### src/rtl/cpu_bus_sequencer.sv
// 8088-style bus-cycle master: turns single requests into T1..T4 status/address/data
// activity for an 8288-style bus controller, stretching T3 with TW states on ready.
module cpu_bus_sequencer #(
  parameter int MAX_WAIT = 16
) (
  input  logic        clock,
  input  logic        reset_n,
  input  logic        req_valid,
  output logic        req_ready,
  input  logic [2:0]  req_type,
  input  logic [19:0] req_address,
  input  logic [7:0]  req_write_data,
  output logic        rsp_valid,
  output logic [7:0]  rsp_data,
  output logic        rsp_timeout,
  output logic [19:0] cpu_address,
  output logic [7:0]  cpu_data_bus,
  output logic        cpu_data_out_enable,
  output logic [2:0]  processor_status,
  output logic        processor_lock_n,
  input  logic        processor_ready,
  input  logic [7:0]  data_bus
);

  typedef enum logic [2:0] {
    S_TI,
    S_T1,
    S_T2,
    S_T3,
    S_TW,
    S_T4,
    S_TI_INTA
  } state_t;

  localparam logic [2:0] ST_INTA    = 3'b000;
  localparam logic [2:0] ST_IOR     = 3'b001;
  localparam logic [2:0] ST_IOW     = 3'b010;
  localparam logic [2:0] ST_HALT    = 3'b011;
  localparam logic [2:0] ST_CODE    = 3'b100;
  localparam logic [2:0] ST_MEMR    = 3'b101;
  localparam logic [2:0] ST_MEMW    = 3'b110;
  localparam logic [2:0] ST_PASSIVE = 3'b111;
  localparam logic [4:0] WAIT_LIMIT = 5'(MAX_WAIT);

  state_t      state;
  logic [2:0]  cur_type;
  logic        inta_second;
  logic [4:0]  wait_count;

  logic        accept;
  logic        req_is_write;
  logic        cur_is_read;
  logic        inta_first;
  logic        cycle_timeout;
  logic        cycle_done;
  logic [7:0]  finish_data;

  assign accept       = req_valid & req_ready;
  assign req_is_write = (req_type == ST_IOW) || (req_type == ST_MEMW);
  assign cur_is_read  = (cur_type == ST_INTA) || (cur_type == ST_IOR) ||
                        (cur_type == ST_CODE) || (cur_type == ST_MEMR);
  assign inta_first   = (cur_type == ST_INTA) && !inta_second;

  // HALT never waits; any other cycle ends on ready or when the wait budget is spent.
  assign cycle_timeout = !processor_ready && (cur_type != ST_HALT) &&
                         (wait_count >= WAIT_LIMIT);
  assign cycle_done    = (cur_type == ST_HALT) || processor_ready || cycle_timeout;

  always_comb begin
    finish_data = 8'h00;
    if (cycle_timeout) begin
      finish_data = 8'hFF;
    end else if (cur_is_read) begin
      finish_data = data_bus;
    end
  end

  always_ff @(posedge clock or negedge reset_n) begin
    if (!reset_n) begin
      state               <= S_TI;
      cur_type            <= ST_PASSIVE;
      inta_second         <= 1'b0;
      wait_count          <= 5'd0;
      req_ready           <= 1'b0;
      rsp_valid           <= 1'b0;
      rsp_data            <= 8'h00;
      rsp_timeout         <= 1'b0;
      cpu_address         <= 20'h00000;
      cpu_data_bus        <= 8'h00;
      cpu_data_out_enable <= 1'b0;
      processor_status    <= ST_PASSIVE;
      processor_lock_n    <= 1'b1;
    end else begin
      rsp_valid   <= 1'b0;
      rsp_timeout <= 1'b0;
      case (state)
        // T4 doubles as an accept slot so back-to-back cycles skip TI.
        S_TI, S_T4: begin
          if (accept && (req_type == ST_PASSIVE)) begin
            state               <= S_TI;
            req_ready           <= 1'b1;
            rsp_valid           <= 1'b1;
            rsp_data            <= 8'hFF;
            processor_status    <= ST_PASSIVE;
            cpu_address         <= 20'h00000;
            cpu_data_bus        <= 8'h00;
            cpu_data_out_enable <= 1'b0;
          end else if (accept) begin
            state               <= S_T1;
            cur_type            <= req_type;
            inta_second         <= 1'b0;
            wait_count          <= 5'd0;
            req_ready           <= 1'b0;
            processor_status    <= req_type;
            cpu_address         <= req_address;
            cpu_data_bus        <= req_is_write ? req_write_data : 8'h00;
            cpu_data_out_enable <= req_is_write;
          end else if ((state == S_T4) && inta_first) begin
            state     <= S_TI_INTA;
            req_ready <= 1'b0;
          end else begin
            state               <= S_TI;
            req_ready           <= 1'b1;
            processor_status    <= ST_PASSIVE;
            cpu_address         <= 20'h00000;
            cpu_data_bus        <= 8'h00;
            cpu_data_out_enable <= 1'b0;
          end
        end
        S_TI_INTA: begin
          state            <= S_T1;
          inta_second      <= 1'b1;
          wait_count       <= 5'd0;
          processor_status <= ST_INTA;
        end
        S_T1: begin
          state <= S_T2;
          if (inta_first) begin
            processor_lock_n <= 1'b0;
          end
        end
        S_T2: begin
          state <= S_T3;
          if (inta_second) begin
            processor_lock_n <= 1'b1;
          end
        end
        // The first INTA cycle ends silently; only the vector cycle responds.
        S_T3, S_TW: begin
          if (cycle_done) begin
            state            <= S_T4;
            processor_status <= ST_PASSIVE;
            rsp_valid        <= !inta_first;
            rsp_timeout      <= cycle_timeout && !inta_first;
            rsp_data         <= finish_data;
            req_ready        <= !inta_first;
          end else begin
            state      <= S_TW;
            wait_count <= wait_count + 5'd1;
          end
        end
        default: begin
          state <= S_TI;
        end
      endcase
    end
  end

endmodule

### config.mk
export PLATFORM = sky130hd
export DESIGN_NAME = cpu_bus_sequencer
export DESIGN_NICKNAME = d
export VERILOG_FILES = /design/src/rtl/cpu_bus_sequencer.sv
export SDC_FILE = /design/constraint.sdc
export NUM_CORES = 1
export LEC_CHECK = 0
export BUFFER_PORTS_ARGS = -buffer_cell sky130_fd_sc_hd__buf_2
export CELL_PAD_IN_SITES_DETAIL_PLACEMENT = 0
export CELL_PAD_IN_SITES_GLOBAL_PLACEMENT = 1
export CORE_AREA = 10 10 90 92
export DETAILED_ROUTE_END_ITERATION = 8
export DIE_AREA = 0 0 100 102
export HOLD_SLACK_MARGIN = 0.1
export PLACE_DENSITY_LB_ADDON = 0.1
export REMOVE_ABC_BUFFERS = 1
export SYNTH_ARGS = -nofsm -noshare
export SYNTH_HDL_FRONTEND = slang
export SYNTH_SLANG_ARGS = --single-unit
### constraint.sdc
create_clock -name clock -period 6 [get_ports clock]
set_input_delay 0 -clock clock [delete_from_list [all_inputs] [get_ports clock]]
set_output_delay 0 -clock clock [all_outputs]
set_load 0.05 [all_outputs]
==> flow_results.org <==
** Run status
- The run finished with clean final reports.

** Synthesis
- Number of distinct standard cells referenced by the synthesized netlist :: 48
- Fraction of the mapped netlist area in compound gates :: 19.79%
- Register area share after synthesis :: 55.35%
- The average instance in the mapped netlist occupies 11.47 µm².
- Synthesis produced 222 cells.
- Largest cells by area after synthesis :: sky130_fd_sc_hd__dfrtp_1 (48%), sky130_fd_sc_hd__a22o_1 (7.6%), sky130_fd_sc_hd__dfstp_2 (7.2%), sky130_fd_sc_hd__mux2_4 (4.7%), sky130_fd_sc_hd__o21ai_0 (4.1%)
- Portion of synthesized cell area occupied by the leading cell type :: 48.13%
- Multiplexer area fraction after synthesis :: 6.483%
- After synthesis, the largest family of logic cells by area is compound AO/OA/AOI/OAI gates.
- Synth warnings :: 0
- In the post-synthesis netlist, the cell with the most instances is sky130_fd_sc_hd__dfrtp_1.
- Synthesized-area fraction occupied by xor and xnor cells :: 0.3438%
- The cell area that synthesis handed to floorplanning was 0.002547 mm².
- For this run, the leading register cell type out of synthesis is sky130_fd_sc_hd__dfrtp_1.
- The synthesized design spends more area on one cell type than any other, namely sky130_fd_sc_hd__dfrtp_1.
- Synth Register Bits :: 56
- The synthesized netlist devotes 13.61% of its cell area to simple gates.
- Async set-reset flop share out of synthesis :: 100.0%
- Number of flops mapped to enable cells by yosys :: 0
- Ranked by instance count, the synthesized netlist is headed by sky130_fd_sc_hd__dfrtp_1 (49), sky130_fd_sc_hd__nand2_1 (25), sky130_fd_sc_hd__a22o_1 (22).
- After Yosys synthesis, full adders, half adders and majority gates account for 0.4912% of the synthesized area.

** Route
- Total length of routed met3 wires :: 505 µm
- Antenna Nets Post-Route :: 0
- The detailed router put a total of 3186 µm of wire on met1.
- Detailed routing inserted a total of 2145 vias.
- For this run, design rule violations remaining after detail routing come to 0.
- Final WL :: 7064 µm
- Number of DRC violations after detailed-routing iteration 0 :: 64
- Top layer used by detailed routing :: met4
- In the final routed layout, each cell accounts on average for 16.70 µm.
- The first TritonRoute pass finished after 6 iterations.
- Wire segments on met2 add up to 3317 µm in the final route.
- Dividing the detail-routed via count by the number of cells gives 5.071.

** Final layout
- Final #Nets :: 389
- Final design instance area without fill :: 0.003515 mm²
- Of the cells placed in the final design, the portion with a size suffix greater than 1 is 36.42%.
- The layout has 538 filler cells.
- Diodes inserted :: 0
- Growth of design area from synthesis to finish :: 37.97%

** Pwr
- Power spread over the standard cell area amounts to 474.7 mW/mm².
- For this design the static power due to leakage is 1.690 nW.
- Largest vdd supply drop :: 287.1 µV

** Critical path
- STA classifies the critical path endpoint as a flop.
- Worst setup path category :: flop to flop
- On the worst path, the slowest cell contributes a delay of 810 ps.
- Required time of the critical path :: 6200 ps
- Of all nets on the critical path, the largest fanout is 26.
- The worst setup path is launched from a flop.
- Data on the critical path arrives at its endpoint at 3030 ps.
- The signal on the critical path passes through nand2_1, a211o_1, nor2b_2, a211oi_1, a211o_1.
- Most numerous cell on the critical path :: sky130_fd_sc_hd__a211o_1
- CP max-delay cell :: sky130_fd_sc_hd__nor2b_2

** GRT
- The first global-routing pass estimated 11490 µm of wire.
- Entering global routing, the biggest net connects 57 pins.
- The total overflow left after global routing is 0.
- The number of antenna violations at the first check in global routing came to 0.
- Total global-route track usage :: 13.57%
- The via count of the first global-routing pass came to 2271.

** Placed design
- Place WS :: 3148 ps
- Post-detailed-placement half-perimeter wirelength :: 4782 µm
- The placed instances occupy a cell area of 0.003018 mm².
- GPL Wtd Cong :: 0.7938
- Number of buffers inserted by port buffering :: 86

** Timing
- The final critical path takes up 47.15% of the cycle.
- Setup violations remaining at the end of the flow were counted as 0.
- Final critical-path required period :: 2829 ps
- Worst Tran Pin Value :: 1084 ps
- Final worst slack :: 3171 ps
- In this run the tightest slew margin relative to its limit is 27.61%.
- For this run, the top clock speed supported by timing is 353.5 MHz.
- Setup repair after global routing missed its margin :: false
- The clock arrives with 9.096 ps of skew.
- Final hold violation count :: 0
- Setup TNS :: 0 ps
- The number of pins exceeding their max-slew limit in the final report is 0.

** Floorplanning
- In this run the vertical extent of the chip is 102 µm.
- Area of the placeable core :: 0.006277 mm²
- Die ar. :: 0.01020 mm²
- For this configuration, the core starts out at a cell density of 40.58%.
- Row cnt :: 29
- The floorplan step set the die width to 100 µm.
- Pin placement for this block handled 87 I/O pins.

** Clocking
- CTS tree :: done
- The clock reaches the later pin of the worst-skew pair after 310 ps.
- Clock buffer depth :: 2
- Root Buffer Master :: sky130_fd_sc_hd__clkbuf_8
- Number of CTS-inserted buffers :: 5
- H-tree level count :: 2
- Clock tree synthesis found a total of 56 sinks.
- Post-CTS setup repair buffer count :: 0
- Clock-pin slew was measured on the worst setup and hold paths at 100 ps.

** Run
- Max_cap viols :: 0

** Worst hold path
- Worst min-delay path category :: input pin to flop
[kinds of logic after synthesis]
family	Yosys count
mux	12
simple gates	63
xor+xnor	1
flops	56
fa+ha+maj	1
compound gates	68
buf+inv	21
[sequential cells by signal (all words and copies together) (netlist names)]
register / cells
inta_second: 1
state: 3
cpu_data_bus: 8
rsp_valid: 1
cpu_address: 20
processor_status: 3
processor_lock_n: 1
cur_type: 3
rsp_data: 8
req_ready: 1
wait_count: 5
cpu_data_out_enable: 1
rsp_timeout: 1
[per-layer routing]
metal,vias to the layer above,global-route usage [%]
met3,5,4.858
met4,0,2.935
li1,1046,-
met1,1027,17.05
met5,-,0
met2,67,22.00
[final timing paths]
check	from	end	slack, ps	cells past startpoint
worst min-delay path	req_valid	state[1]	250	4
worst max-delay path	state[0]	wait_count[3]	3170	5
max in group asynchronous	reset_n	wait_count[1]	5190	3
worst max register to register	state[0]	wait_count[3]	3170	5
worst min register to register	cpu_data_bus[3]	cpu_data_bus[3]	480	2
min in group asynchronous	reset_n	rsp_valid	350	3
[final cells by class]
type                            count  area (µm²)  area share (%)
Clock buffer                        6       72.57           2.065
Clock inverter                      2       13.76          0.3916
Inverter                            9       33.78          0.9612
Multi-Input combinational cell    145        1040           29.58
Sequential cell                    56        1410           40.12
Tap cell                           77       96.34           2.741
Timing Repair Buffer              128       848.3           24.14
[placed cells by master (no fill, tap or decap), drive strengths merged, types with 2 or more instances in the layout]
cell | netlist | final
buf | 11 | 87
dfrtp | 49 | 49
dlygate4sd3 | 0 | 41
nand2 | 26 | 26
a22o | 22 | 22
o21ai | 22 | 22
mux2 | 12 | 12
inv | 9 | 10
dfstp | 7 | 7
nand3 | 6 | 6
a21oi | 6 | 6
nor2 | 6 | 6
clkbuf | 1 | 6
nor2b | 5 | 5
nor3 | 4 | 4
a211oi | 3 | 3
o221a | 3 | 3
nand2b | 2 | 2
o21a | 2 | 2
a211o | 2 | 2
and2 | 2 | 2
and3 | 2 | 2
nor4 | 2 | 2
or3 | 2 | 2
o22a | 2 | 2
[metrics by stage]
step	util, %	total power [mW]	cells	hold slack, ps
final	55.99	1.668	423	248.3
after global routing	55.99	1.776	423	280.7
after CTS	55.99	1.688	423	231.7
after detailed placement	48.08	1.452	374	194.0
after global placement	48.08	1.446	374	191.1
after floorplan	-	1.230	210	-295.6
[power by group]
part           leakage [nW]  switching, mW  internal [mW]
logic                 0.947          0.564          0.282
clock network        0.0456          0.124         0.0836
registers             0.698          0.112          0.503
[worst max-delay path, delay by kind of cell (launching register included)]
kind             cells  cell delay [ps]
AO/OA/AOI/OAI        3             1020
AND/OR/NAND/NOR      2             1000
flip-flops           1              700
[timing repair]
item                      CTS  global route
hold endpoints to repair   93             0
resized for setup           0             0
hold buffers               41             0
Note: power is estimated with default switching activity, not from simulation.
